`config.mk`:
```
export PLATFORM = sky130hd
export DESIGN_NAME = instr_issue_ctrl
export DESIGN_NICKNAME = d
export VERILOG_FILES = /design/src/rtl/instr_issue_ctrl.sv
export SDC_FILE = /design/constraint.sdc
export NUM_CORES = 1
export LEC_CHECK = 0
export ABC_AREA = 1
export BUFFER_PORTS_ARGS = -buffer_cell sky130_fd_sc_hd__clkbuf_2
export CAP_MARGIN = 20
export CORE_UTILIZATION = 45
export DETAILED_ROUTE_END_ITERATION = 12
export REMOVE_ABC_BUFFERS = 1
export SLEW_MARGIN = 20
export SYNTH_ARGS = -nofsm -noshare
export SYNTH_HDL_FRONTEND = slang
export SYNTH_SLANG_ARGS = --single-unit
```
`constraint.sdc`:
```
create_clock -name clk -period 5.2 [get_ports clk]
set_input_delay 0.52 -clock clk [delete_from_list [all_inputs] [get_ports clk]]
set_output_delay 0.52 -clock clk [all_outputs]
set_load 0.01 [all_outputs]
```
`src/rtl/instr_issue_ctrl.sv`:
```
`default_nettype none
// ============================================================================
// Module   : instr_issue_ctrl
// Purpose  : Buffers MIPS instruction words in a small FIFO and issues them
//            one at a time through an IDLE -> ISSUE -> WB sequencer. Decodes
//            register-file addresses and ALU controls from the held
//            instruction, raises RegWrite in WB for legal R-type writes,
//            flags illegal words with a one-cycle pulse and counts retired
//            legal instructions.
// Ports    : clk, rst           - clock, asynchronous active-high reset
//            in_valid/in_ready  - upstream instruction handshake
//            instr              - 32-bit instruction word
//            rd_addr1/rd_addr2  - RF read addresses (rs, rt)
//            wr_addr            - RF write address (rd)
//            shamt, funct       - ALU shift amount and operation select
//            RegWrite           - RF write enable (WB only)
//            busy               - FIFO non-empty or sequencer active
//            illegal            - pulse in WB of a discarded illegal word
//            retired_cnt        - legal instructions completed (wraps)
// Revision : 1.0 - initial release
// ============================================================================
module instr_issue_ctrl #(
    parameter int DEPTH = 4,
    parameter int CNT_W = 16
) (
    input  logic             clk,
    input  logic             rst,
    input  logic             in_valid,
    output logic             in_ready,
    input  logic [31:0]      instr,
    output logic [4:0]       rd_addr1,
    output logic [4:0]       rd_addr2,
    output logic [4:0]       wr_addr,
    output logic [4:0]       shamt,
    output logic [3:0]       funct,
    output logic             RegWrite,
    output logic             busy,
    output logic             illegal,
    output logic [CNT_W-1:0] retired_cnt
);

    localparam int PTR_W = (DEPTH > 1) ? $clog2(DEPTH) : 1;
    localparam int OCC_W = PTR_W + 1;

    typedef enum logic [1:0] {
        S_IDLE  = 2'd0,
        S_ISSUE = 2'd1,
        S_WB    = 2'd2
    } state_t;

    // ------------------------------------------------------------------
    // State
    // ------------------------------------------------------------------
    logic [31:0]      mem_q [DEPTH];
    logic [PTR_W-1:0] wr_ptr_q, wr_ptr_d;
    logic [PTR_W-1:0] rd_ptr_q, rd_ptr_d;
    logic [OCC_W-1:0] occ_q, occ_d;
    logic [CNT_W-1:0] cnt_q, cnt_d;
    state_t           state_q;
    logic [31:0]      ir_q;
    logic             regwrite_q;
    logic             illegal_q;

    logic             full;
    logic             empty;
    logic             push;
    logic             pop;
    logic             ir_legal;

    // Full/empty come from the registered occupancy only, so in_ready never
    // depends on a pop happening in the same cycle.
    assign full  = (occ_q == OCC_W'(DEPTH));
    assign empty = (occ_q == '0);
    assign push  = in_valid && !full;
    // The sequencer can take a new word only when it is idle or finishing WB.
    assign pop   = !empty && ((state_q == S_IDLE) || (state_q == S_WB));

    // R-type opcode with an arithmetic/logic funct (bit 5 set) or a
    // shift funct (funct[5:3] == 000); everything else is discarded.
    assign ir_legal = (ir_q[31:26] == 6'b000000) &&
                      (ir_q[5] || (ir_q[5:3] == 3'b000));

    // ------------------------------------------------------------------
    // FIFO / counter next-state
    // ------------------------------------------------------------------
    always_comb begin
        wr_ptr_d = wr_ptr_q;
        rd_ptr_d = rd_ptr_q;
        occ_d    = occ_q;
        cnt_d    = cnt_q;

        if (push) begin
            wr_ptr_d = wr_ptr_q + PTR_W'(1);
        end
        if (pop) begin
            rd_ptr_d = rd_ptr_q + PTR_W'(1);
        end

        case ({push, pop})
            2'b10:   occ_d = occ_q + OCC_W'(1);
            2'b01:   occ_d = occ_q - OCC_W'(1);
            default: occ_d = occ_q;
        endcase

        // Retire at the end of WB; wraps naturally at 2^CNT_W.
        if ((state_q == S_WB) && ir_legal) begin
            cnt_d = cnt_q + CNT_W'(1);
        end
    end

    always_ff @(posedge clk or posedge rst) begin
        if (rst) begin
            wr_ptr_q <= '0;
            rd_ptr_q <= '0;
            occ_q    <= '0;
            cnt_q    <= '0;
        end else begin
            wr_ptr_q <= wr_ptr_d;
            rd_ptr_q <= rd_ptr_d;
            occ_q    <= occ_d;
            cnt_q    <= cnt_d;
        end
    end

    // Storage needs no reset: occupancy alone decides what is valid.
    always_ff @(posedge clk) begin
        if (push) begin
            mem_q[wr_ptr_q] <= instr;
        end
    end

    // ------------------------------------------------------------------
    // Issue sequencer with registered RegWrite / illegal
    // ------------------------------------------------------------------
    always_ff @(posedge clk or posedge rst) begin
        if (rst) begin
            state_q    <= S_IDLE;
            ir_q       <= '0;
            regwrite_q <= 1'b0;
            illegal_q  <= 1'b0;
        end else begin
            case (state_q)
                S_IDLE: begin
                    regwrite_q <= 1'b0;
                    illegal_q  <= 1'b0;
                    if (pop) begin
                        ir_q    <= mem_q[rd_ptr_q];
                        state_q <= S_ISSUE;
                    end
                end
                S_ISSUE: begin
                    // Outputs for WB are set up on the way in, so they are
                    // valid for exactly the WB cycle.
                    regwrite_q <= ir_legal && (ir_q[15:11] != 5'd0);
                    illegal_q  <= !ir_legal;
                    state_q    <= S_WB;
                end
                S_WB: begin
                    regwrite_q <= 1'b0;
                    illegal_q  <= 1'b0;
                    if (pop) begin
                        ir_q    <= mem_q[rd_ptr_q];
                        state_q <= S_ISSUE;
                    end else begin
                        state_q <= S_IDLE;
                    end
                end
                default: begin
                    regwrite_q <= 1'b0;
                    illegal_q  <= 1'b0;
                    state_q    <= S_IDLE;
                end
            endcase
        end
    end

    // ------------------------------------------------------------------
    // Outputs
    // ------------------------------------------------------------------
    // Decode straight from the instruction register: it only changes on a
    // pop, so fields hold through ISSUE, WB and any following IDLE.
    assign rd_addr1    = ir_q[25:21];
    assign rd_addr2    = ir_q[20:16];
    assign wr_addr     = ir_q[15:11];
    assign shamt       = ir_q[10:6];
    assign funct       = ir_q[3:0];
    assign RegWrite    = regwrite_q;
    assign illegal     = illegal_q;
    assign retired_cnt = cnt_q;
    assign in_ready    = !full;
    assign busy        = !empty || (state_q != S_IDLE);

endmodule
`default_nettype wire

```
==> impl_metrics.yaml <==
placement:
  port_buffers: 78
  dp.cells: 921
  pre_cts_slack_ns: 2.85
  postPlaceCellArea_sq_um: 8010
  place_congestion: 0.753
  detailed_place_hpwl_um: 8130
die:
  rows: 47
  die_y_um: 132
  ios: 79
  start_util_pct: 46.2
  die_x_um: 132
  core_sq_um: 16600
  die-area_sq_um: 17600
global_routing:
  grt_pass1_wl_um: 24000
  grt_antenna_before_repair: 0
  grt_util_all_layers_pct: 17.8
  gr-total-overflow: 0
  grt_max_degree: 67
  first_global_vias: 4772
critical_path:
  max_stage_delay_ns: 0.44
  crit_path_end_kind: "flop"
  worstPathArrival_ns: 2.55
  reg2reg_slack_ns: 2.95
  setup.worst_path.class: "flop to flop"
  rr_startpoint: "occ_q[0]"
  cp.required_ns: 5.50
  reg2regPathDepth: 9
  worstReg2RegEnd: "occ_q[2]"
  path_max_fanout: 8
  start_kind: "flop"
  cp_slowest_cell: "nand2_1"
  path_cells: "inv_2 > nand3_1 > nand2_1 > ha_1 > inv_1 > fa_1 > a21oi_1 > o21ai_0 > xor2_1"
  cp-startpoint: "occ_q[0]"
  critPathCapture: "occ_q[2]"
logic_synthesis:
  ys_ff_latch: 187
  synth_cell_types: 27
  syn_area_per_cell_sq_um: 11.4
  ys_seq_area_share_pct: 69.4
  synth_area_sq_um: 7660
  yosys_warnings: 0
  syn-instance-count: 673
final_layout:
  layout.area.seq_sq_um: 5320
  layoutNonFillerInstCount: 955
  nets: 764
  fin_util_pct: 52.2
  final_common_cell: "nor2_1"
  multi_input_area_sq_um: 1840
  antennaDiodeCount: 0
  syn2layout_area_growth_pct: 13.0
  fill_cells: 1450
  final_cell_area_sq_um: 8660
  drive_gt1_share_pct: 18.5
  layout_common_cells: "nor2_1 (177), edfxtp_1 (128), clkbuf_2 (78)"
timing:
  relSlewSlack_pct: 32.2
  setup_tns_ns: 0
  finalCriticalPeriod_ns: 2.25
  layout_setup_ws_ns: 2.95
  hold_violations: 0
  tightest_slew_ns: 1.02
  max_freq_ghz: 0.445
  finalCritPeriodShare_pct: 43.2
  skew_ns: 0.00991
  hold_slack_ns: 0.311
  setup_viol_count_final: 0
  final-max-slew-violation-count: 0
  rsz0062_at_grt: "false"
clock_network:
  cts_sinks: 187
  clkSlewWorstSetupHoldPaths_ns: 0.07
  clock-root-buffer: "clkbuf_16"
  h-tree-depth: 4
  worstSkewPairLatency_ns: 0.43
  cts_tree: "built"
  cts_resized: 0
  clockBufferDepth: 2
  post_cts_buffers: 0
  cts.hold.buffers_added: 0
  cts_made_buffers: 17
job:
  maxCapViolations: 0
drt:
  num_vias: 4705
  drt-total-wl_um: 14100
  viasPerCell: 4.93
  drt.antenna.violating_nets: 0
  first_pass_iters: 5
  route.detailed.drc: 0
  wl_per_cell_um: 14.8
  drt_iter0_markers: 280
outcome:
  status: "completed"
power_and_ir_drop:
  finalPower_mw: 4.86
  p_per_area_nw_per_um2: 562
  ir_drop_uv: 469
  leakagePower_nw: 3.32
hold_path:
  hold_path_class: "input pin to flop"
-- cell families after synthesis --
logic type                 synth area share, %
AOI/OAI and AO/OA                         7.53
DFF                                       69.4
xor gates and xnor gates                 0.800
adders and majority gates                 1.24
buffers and inverters                     6.91
and+or+nand+nor                           14.1
-- worst min path at each step --
| stage | startpoint | depth (start not counted) | endpoint |
|---|---|---|---|
| detailed placement | state_q[1] | 1 | illegal |
| CTS | instr[29] | 1 | mem_q[1][29] |
| floorplan | state_q[1] | 1 | state_q[1] |
| global placement | retired_cnt[15] | 2 | retired_cnt[15] |
| finish | instr[29] | 1 | mem_q[2][29] |
| global route | instr[0] | 1 | mem_q[3][0] |
-- cell type report --
type	instances	area share, %
Inverter	37	1.60
Sequential cell	187	61.5
Multi-Input combinational cell	394	21.3
Tap cell	220	3.18
Timing Repair Buffer	85	5.58
Clock inverter	13	1.86
Clock buffer	19	5.00
-- cells in the mapped netlist (all sizes together) --
| cell | count | area share (%) |
|---|---|---|
| nand4 | 2 | 0.16 |
| nand3 | 19 | 1.4 |
| fa | 1 | 0.26 |
| buf | 47 | 4.7 |
| xnor2 | 2 | 0.23 |
| and3 | 1 | 0.082 |
| o21ai | 77 | 5.0 |
| xor2 | 5 | 0.57 |
| nor3 | 2 | 0.20 |
| nand2 | 65 | 3.2 |
| a21oi | 2 | 0.13 |
| a31oi | 29 | 2.4 |
| dfrtp | 59 | 19 |
| ha | 6 | 0.98 |
| edfxtp | 128 | 50 |
| inv | 37 | 1.8 |
| clkbuf | 8 | 0.42 |
| nor2 | 183 | 9.0 |
-- layer usage --
metal  GRT usage (%)  up-vias  part of all wire [%]  wire length (um)
met2            29.7       98                    50              7030
met5               0        -                     0                 0
met3            4.83        6                   4.5               642
met4            5.36        0                  0.55                78
li1                -     2348                     -                 -
met1            22.8     2253                    45              6380
-- registers in the layout, indices dropped and copies added (netlist names) --
signal,flops
state_q,2
illegal,1
retired_cnt,16
RegWrite,1
rd_ptr_q,2
mem_q,128
wr_ptr_q,2
ir_q,32
occ_q,3
-- power by group --
group          internal [mW]  switching [mW]
registers               1.99           0.133
clock network          0.722           0.559
logic                  0.481           0.976
-- critical path: cells and delay by family (launching register included) --
family                     cells  cell delay, ns
xor gates and xnor gates       1            0.15
buffers and inverters          2            0.17
AOI/OAI and AO/OA              2            0.25
DFF                            1            0.40
and+or+nand+nor                2            0.54
adders and majority gates      2            0.61
Power figures use the tool's default switching activity.
